## src/rtl/stack_pkg.sv

```systemverilog
// Shared defaults and command priority encoding for the operand stack.
// The controller bench uses the same CMD_* codes.
package stack_pkg;
  localparam int STACK_WIDTH = 8;
  localparam int STACK_DEPTH = 16;

  localparam logic [2:0] CMD_IDLE    = 3'd0;
  localparam logic [2:0] CMD_REPLACE = 3'd1;
  localparam logic [2:0] CMD_POP     = 3'd2;
  localparam logic [2:0] CMD_TOS     = 3'd3;
  localparam logic [2:0] CMD_PUSH    = 3'd4;

  // Highest-priority command wins. A push that accompanies tos (no pop)
  // is still carried out by the stack itself.
  function automatic logic [2:0] cmd_decode(input logic push, input logic pop,
                                            input logic tos);
    if (push && pop) return CMD_REPLACE;
    if (pop)         return CMD_POP;
    if (tos)         return CMD_TOS;
    if (push)        return CMD_PUSH;
    return CMD_IDLE;
  endfunction
endpackage

```

## src/rtl/stack_regfile.sv

```systemverilog
// DEPTH x WIDTH storage: one synchronous write port, one asynchronous read port.
// Contents are not reset.
module stack_regfile #(
  parameter int WIDTH = 8,
  parameter int DEPTH = 16,
  localparam int AW   = $clog2(DEPTH)
) (
  input  logic             clk,
  input  logic             we,
  input  logic [AW-1:0]    waddr,
  input  logic [WIDTH-1:0] wdata,
  input  logic [AW-1:0]    raddr,
  output logic [WIDTH-1:0] rdata
);
  logic [WIDTH-1:0] mem [DEPTH];

  always_ff @(posedge clk)
    if (we) mem[waddr] <= wdata;

  assign rdata = mem[raddr];
endmodule

```

## src/rtl/stack_unit.sv

```systemverilog
// Operand stack for the multicycle stack CPU: pointer, command decode,
// registered pop/TOS output and sticky overflow/underflow flags.
module stack_unit import stack_pkg::*; #(
  parameter int WIDTH = STACK_WIDTH,
  parameter int DEPTH = STACK_DEPTH,
  localparam int PTR_W = $clog2(DEPTH)
) (
  input  logic             clk,
  input  logic             rst,
  input  logic             push,
  input  logic             pop,
  input  logic             tos,
  input  logic [WIDTH-1:0] din,
  input  logic             err_clr,
  output logic [WIDTH-1:0] dout,
  output logic             empty,
  output logic             full,
  output logic [PTR_W:0]   count,
  output logic             ovf_err,
  output logic             udf_err
);
  logic [PTR_W:0]   sp, sp_nxt;
  logic [PTR_W-1:0] top_addr, waddr;
  logic [WIDTH-1:0] rdata;
  logic             we, dout_ld, udf_set, ovf_set;
  logic [2:0]       cmd;

  assign count    = sp;
  assign empty    = (sp == '0);
  assign full     = (sp == (PTR_W+1)'(DEPTH));
  // At sp==DEPTH the low bits are zero, so the decrement lands on DEPTH-1.
  assign top_addr = sp[PTR_W-1:0] - 1'b1;
  assign cmd      = cmd_decode(push, pop, tos);

  stack_regfile #(.WIDTH(WIDTH), .DEPTH(DEPTH)) u_rf (
    .clk  (clk),
    .we   (we),
    .waddr(waddr),
    .wdata(din),
    .raddr(top_addr),
    .rdata(rdata)
  );

  always_comb begin
    we      = 1'b0;
    waddr   = sp[PTR_W-1:0];
    sp_nxt  = sp;
    dout_ld = 1'b0;
    udf_set = 1'b0;
    ovf_set = 1'b0;
    case (cmd)
      CMD_REPLACE: begin
        we = 1'b1;
        if (!empty) begin
          dout_ld = 1'b1;
          waddr   = top_addr;
        end else begin
          // Nothing to pop: degrade to a plain push (an empty stack is never full).
          udf_set = 1'b1;
          sp_nxt  = sp + 1'b1;
        end
      end
      CMD_POP: begin
        if (!empty) begin
          dout_ld = 1'b1;
          sp_nxt  = sp - 1'b1;
        end else udf_set = 1'b1;
      end
      CMD_TOS: begin
        if (!empty) dout_ld = 1'b1;
        else        udf_set = 1'b1;
        if (push) begin
          if (!full) begin
            we     = 1'b1;
            sp_nxt = sp + 1'b1;
          end else ovf_set = 1'b1;
        end
      end
      CMD_PUSH: begin
        if (!full) begin
          we     = 1'b1;
          sp_nxt = sp + 1'b1;
        end else ovf_set = 1'b1;
      end
      default: ;
    endcase
  end

  always_ff @(posedge clk or negedge rst) begin
    if (!rst) begin
      sp      <= '0;
      dout    <= '0;
      ovf_err <= 1'b0;
      udf_err <= 1'b0;
    end else begin
      sp <= sp_nxt;
      if (dout_ld) dout <= rdata;
      if (udf_set)      udf_err <= 1'b1;
      else if (err_clr) udf_err <= 1'b0;
      if (ovf_set)      ovf_err <= 1'b1;
      else if (err_clr) ovf_err <= 1'b0;
    end
  end
endmodule

```

## config.mk

```make
export PLATFORM = sky130hd
export DESIGN_NAME = stack_unit
export DESIGN_NICKNAME = d
export VERILOG_FILES = /design/src/rtl/stack_pkg.sv /design/src/rtl/stack_regfile.sv /design/src/rtl/stack_unit.sv
export SDC_FILE = /design/constraint.sdc
export NUM_CORES = 1
export LEC_CHECK = 0
export BUFFER_PORTS_ARGS = -buffer_cell sky130_fd_sc_hd__buf_2
export CAP_MARGIN = 25
export CORE_ASPECT_RATIO = 1.4
export CORE_MARGIN = 2
export CORE_UTILIZATION = 65
export CTS_BUF_LIST = sky130_fd_sc_hd__clkbuf_16
export DETAILED_ROUTE_END_ITERATION = 10
export PLACE_DENSITY = 0.82
export SYNTH_ARGS = -nofsm -noshare
export SYNTH_HDL_FRONTEND = slang
export SYNTH_HIERARCHICAL = 1
export SYNTH_SLANG_ARGS = --single-unit
```

## constraint.sdc

```tcl
create_clock -name clk -period 9 [get_ports clk]
set_input_delay 1.35 -clock clk [delete_from_list [all_inputs] [get_ports clk]]
set_output_delay 1.35 -clock clk [all_outputs]
set_load 0.01 [all_outputs]
```

# [After elaboration in Yosys (flattened, before gate mapping)]
# Memories as Yosys holds them, arrays and structs flattened. A register that Yosys moved wholly into a read port is not among the register bits.
# Cells that the tools add are included.
[totals] ff_bits=7 latch_bits=0 ramBits=128 romBits=0 in_bits=14 output_inout_bits=17 elab_cells=63 mem_count=1
[classes] n_addsub=3 multipliers=0 div_mod_pow=0 order_cmp=0 n_eq_ne=8 shifts=0 muxes=40 n_bitwise=0 n_reduce_logical=8
[memory_table] name="u_rf.mem" words=16 word_bits=8 read_ports=1 rd_ports_with_merged_regs=1 wr=1 line_no="stack_regfile.sv:15" rtl="logic [WIDTH-1:0] mem [DEPTH];"
[ops] operator="$mux W3" n=8
[ops] operator="$mux W1" n=23
[ops] operator="$mux W5" n=4
[ops] operator="$pmux W5 S4" n=1
[ops] operator="$mux W4" n=2
[ops] operator="$eq A3 B2 Y1 const B" n=2
[ops] operator="$ne A2 B2 Y1 const B" n=3
[ops] operator="$add A5 B1 Y5 const B" n=1
[ops] operator="$eq A5 B5 Y1 const B" n=1
[ops] operator="$logic_not A5 Y1" n=1
[ops] operator="$sub A5 B1 Y5 const B" n=1
[ops] operator="$reduce_and A4 Y1" n=1
[ops] operator="$reduce_bool A2 Y1" n=2
[ops] operator="$reduce_bool A4 Y1" n=1
[ops] operator="$sub A4 B1 Y4 const B" n=1
[ops] operator="$eq A3 B1 Y1 const B" n=1
[ops] operator="$eq A3 B3 Y1 const B" n=1
[ops] operator="$pmux W1 S3" n=1
[ops] operator="$reduce_or A3 Y1" n=1
[ops] operator="$pmux W1 S2" n=1
[ops] operator="$logic_and A1 B1 Y1" n=1
[ops] operator="$logic_not A1 Y1" n=1

# [Logic depth before layout (Yosys ltp)]
[depth] depth_word=16 mapped_depth=8 mapped_depth_nobuf=8

# [By module]
# Netlist, hierarchy kept.
[by_module_without_submodules] module="stack_regfile" instances=1 cells_each=221 area_each_um2=4987.3 seq_area_each_um2=3843.7
[by_module_without_submodules] module="stack_unit" instances=1 cells_each=81 area_each_um2=939.7 seq_area_each_um2=375.4

# [Least setup slack after synthesis]
# OpenSTA, ideal clock, no wires.
[synth_timing] path_type="input to register" from="input port push" to="memory u_rf.mem[0][0] (enable)" setup_ns=0.383 arrival_ns=2.936 required_time_ns=8.617 slack_ns=5.681 cell_stages=5 path_buffers=1 path_cell_list="buf_2 -> a21boi_0 -> a41o_1 -> or3b_2 -> nor3_1"
[synth_between] elab_cells_between_ends=19 cone_classes="eq/ne: 3; mux: 15; reduce/logical: 1"
[synth_rtl] element="from (decl)" line_no="stack_unit.sv:10" rtl="input logic push,"
[synth_rtl] element="$mux W1 (2 in a row)" line_no="stack_pkg.sv:20" rtl="if (push) return CMD_PUSH;"
[synth_rtl] element="$mux W1" line_no="stack_pkg.sv:19" rtl="if (tos) return CMD_TOS;"
[synth_rtl] element="$mux W1" line_no="stack_pkg.sv:18" rtl="if (pop) return CMD_POP;"
[synth_rtl] element="$mux W3" line_no="stack_pkg.sv:21" rtl="return CMD_IDLE;"
[synth_rtl] element="$mux W3" line_no="stack_pkg.sv:20"
[synth_rtl] element="$mux W3" line_no="stack_pkg.sv:19"
[synth_rtl] element="$mux W3 *" line_no="stack_pkg.sv:18"
[synth_rtl] element="$eq A3 B1 Y1 *" line_no="stack_unit.sv:51" rtl="case (cmd)"
[synth_rtl] element="$mux W4 *" line_no="stack_unit.sv:51"
[synth_rtl] element="via waddr[3]" line_no="stack_unit.sv:23" rtl="logic [PTR_W-1:0] top_addr, waddr;"
[synth_rtl] element="to (decl)" line_no="stack_regfile.sv:15"
# Mark *: on every way through the listed nets, which the timed path passes. The rest lies on a longest branch. The select of a mux whose other input is x is not followed.

# [Final worst setup path]
[layout_timing] from="register sp[0] (netlist: count[0])" to="memory u_rf.mem[0][5] (enable)"
[layout_between] elab_cells_between_ends=10 cone_classes="add/sub: 1; eq/ne: 1; mux: 7; reduce/logical: 1"
[layout_rtl] element="from (decl)" line_no="stack_unit.sv:22" rtl="logic [PTR_W:0] sp, sp_nxt;"
[layout_rtl] element="from (signal assigned)" line_no="stack_unit.sv:96" rtl="sp <= sp_nxt;"
[layout_rtl] element="$sub A4 B1 Y4 or $logic_not A5 Y1 (tied branches)" line_no="stack_unit.sv:32, stack_unit.sv:29"
[layout_rtl] element="$mux W4 *" line_no="stack_unit.sv:54" rtl="if (!empty) begin"
[layout_rtl] element="$mux W4 *" line_no="stack_unit.sv:51"
[layout_rtl] element="via waddr[3]" line_no="stack_unit.sv:23"
# Mark *: on every way through the listed nets, which the timed path passes. The rest lies on a longest branch.

==> impl_metrics.env <==
export IMPL_status="complete, no violations"
export IMPL_synthFlopType="edfxtp_1"
export IMPL_core_sq_um=8930
export IMPL_fin_tns_setup_ps=0
export IMPL_setup_violations_final=0
export IMPL_cts_setup_buffers=0
export IMPL_required_ps=9030
export IMPL_initial_utilization_pct=66.4
export IMPL_grt_max_degree=35
export IMPL_hp_class="reg2reg"
export IMPL_htreeDepth=4
export IMPL_viasPerCell=6.54
export IMPL_wl_um=11500
export IMPL_pwr_share_comb_pct=35.7
export IMPL_n_antenna_cell=0
export IMPL_die_y_um=117
export IMPL_ys_ff_latch=143
export IMPL_insertion_delay_ps=420
export IMPL_p_int_uw=1650
export IMPL_fin_crit_sh_pct=44.1
export IMPL_place_hpwl_um=7220
export IMPL_final_area_sq_um=6720
export IMPL_track_usage_pct=25.5
export IMPL_dieWidth_um=84.7
export IMPL_die_area_sq_um=9910
export IMPL_avgSynthCellArea_sq_um=19.6
export IMPL_start_kind="register"
export IMPL_place_area_sq_um=6140
export IMPL_critPathMaxFanout=34
export IMPL_finalPower_uw=2420
export IMPL_switching_power_uw=767
export IMPL_p_sw_share_pct=31.7
export IMPL_nets=363
export IMPL_setup_ws_ps=5030
export IMPL_yosysWarnings=6
export IMPL_clockRootBuffer="clkbuf_16"
export IMPL_synth_cell_type_count=42
export IMPL_rsz0062_at_grt="no"
export IMPL_drtIter0Drc=301
export IMPL_vias=3026
export IMPL_num_fill_cells=496
export IMPL_maxCapViolCount=0
export IMPL_hold_viol_final=0
export IMPL_drv_slew=0
export IMPL_register_area_sq_um=4220
export IMPL_crit_path_end_kind="register"
export IMPL_io_buffers=30
export IMPL_power_density_nw_per_um2=360
export IMPL_ir_drop_mv=0.373
export IMPL_grt_pass1_wl_um=17800
export IMPL_route_detailed_drc=0
export IMPL_clkTransAtPathRegs_ps=50
export IMPL_synth_edf_count=128
export IMPL_layout_min_cycle_time_ps=3970
export IMPL_place_ws_ps=5050
export IMPL_overflow=0
export IMPL_worst_slew_pin_slew_ps=1100
export IMPL_cts_hold_buf=0
export IMPL_grt_pass1_vias=3184
export IMPL_slew_headroom_pct=26.2
export IMPL_antenna_left=0
export IMPL_seqPwrFrac_pct=36.2
export IMPL_area_growth_pct=13.4
export IMPL_hold_worst_slack_ps=497
export IMPL_worstSetupPathType="reg2reg"
export IMPL_multi_input_area_sq_um=1580
export IMPL_gp_congestion=0.778
export IMPL_maxClockFrequency_mhz=252
export IMPL_p_leak_uw=0.00242
export IMPL_cts_repair_resize_count=0
export IMPL_cts_buffers=17
export IMPL_cts_tree="yes"
export IMPL_antenna_found_initial=0
export IMPL_clk_path_buf_depth=2
export IMPL_yosysSeqAreaShare_pct=71.2
export IMPL_dr_pass1_iters=4
export IMPL_fin_skew_ps=10.6
export IMPL_async_flop_share_pct=10.5
export IMPL_syn_area_sq_um=5930
export IMPL_netlist_instances=302
export IMPL_pwr_share_clk_pct=28.1
export IMPL_io_pins=31
export IMPL_cts_sinks=143
export IMPL_cp_arrival_ps=4000
export IMPL_avgRoutedWirePerCell_um=24.7
export IMPL_drive_gt1_share_pct=27.0
export IMPL_syn_num_nets=322
export IMPL_core_rowCount=41
## layer usage
| metal | up-vias | global-route usage, % | share of wire (%) |
|---|---|---|---|
| li1 | 1316 | - | - |
| met4 | 0 | 12.0 | 3.1 |
| met5 | - | 0 | 0 |
| met2 | 133 | 44.2 | 53 |
| met1 | 1544 | 30.1 | 38 |
| met3 | 33 | 6.66 | 5.5 |
## cell families (layout without fill, tap and decap cells)
group | Yosys count | count (layout) | synth area share, %
compound gates | 29 | 29 | 3.72
flops | 143 | 143 | 71.2
xor+xnor | 9 | 9 | 1.33
fa+ha+maj | 6 | 6 | 1.39
buf+inv | 19 | 73 | 2.22
simple gates | 55 | 55 | 4.90
mux | 41 | 41 | 15.3
## state kept, by name (all words and copies together), names as in the netlist
register and flops:
count 5, dout 8, ovf_err 1, u_rf/mem 128
udf_err 1
## power groups by stage
| stage | Sequential, uW | Combinational, uW | Clock (uW) |
|---|---|---|---|
| global route | 885 | 938 | 713 |
| floorplan | 886 | 658 | 0 |
| CTS | 877 | 866 | 689 |
| finish | 876 | 865 | 680 |
| global placement | 883 | 828 | 0 |
| detailed placement | 889 | 858 | 0 |
## critical path: stages (launching register included)
cell      delay (ps)
dfrtp_1          480
clkinv_1          80
buf_4            490
ha_1             320
or4b_4           520
a41o_1           320
or3b_2           510
nor3_1           860
## Yosys cell counts, types with 3 or more instances
cell             number  area share [%]
xor2_1                5            0.74
nor2b_1               3            0.32
dfrtp_1              15             6.3
buf_6                 4            0.76
nor3_1                7            0.59
nor2_1               15            0.95
mux4_2               18             6.8
xnor2_1               4            0.59
nand3_1               4            0.34
ha_1                  5             1.1
a22oi_1              16             2.0
clkdlybuf4s25_2       3            0.51
edfxtp_1            128              65
buf_2                 5            0.42
nand2_1              13            0.82
mux2_4                8             2.0
mux4_1               14             6.2
inv_1                 5            0.32
## cell usage in the layout (no fill, tap or decap), types with 2 or more instances in the layout
cell type | synthesis | routed
bufinv_16 | 0 | 3
ha_1 | 5 | 5
clkbuf_16 | 0 | 17
clkinv_1 | 0 | 2
buf_4 | 1 | 5
o21ai_0 | 2 | 2
buf_2 | 5 | 30
nand3_1 | 4 | 4
nor2b_1 | 3 | 3
edfxtp_1 | 128 | 128
nor3_1 | 7 | 7
a21boi_0 | 2 | 2
inv_1 | 5 | 6
nor2_1 | 15 | 15
mux4_1 | 14 | 14
a22oi_1 | 16 | 16
a21oi_1 | 2 | 2
mux4_2 | 18 | 18
mux2_4 | 8 | 8
dfrtp_1 | 15 | 15
xnor2_1 | 4 | 4
xor2_1 | 5 | 5
nand2b_1 | 2 | 2
nand3b_1 | 2 | 2
clkinv_2 | 1 | 7
clkinvlp_4 | 0 | 2
o21ai_1 | 2 | 2
nand2_1 | 13 | 13
## through the flow
step	util, %	std cells
2_1_floorplan	-	302
3_3_place_gp	68.8	431
3_5_place_dp	68.8	431
4_1_cts	75.3	463
5_1_grt	75.3	463
6_report	75.3	463
## final cells by class
class,count,area share (%)
timing repair buffer,35,2.79
sequential,143,62.8
clock buffer,17,6.33
multi-input combinational,140,23.5
tap,107,1.99
clock inverter,15,2.31
inverter,6,0.354
## final timing paths
path,from,to,slack [ps],depth (start not counted)
worst max-delay path,count[0],u_rf/mem[0][5],5030,7
worst min-delay path,udf_err,udf_err,500,1
worst max register to register,count[0],u_rf/mem[0][5],5030,7
worst min register to register,udf_err,udf_err,500,1
max in group asynchronous,rst,count[4],7920,1
min in group asynchronous,rst,dout[4],820,1
No activity file was read; power rests on OpenSTA's default activity.
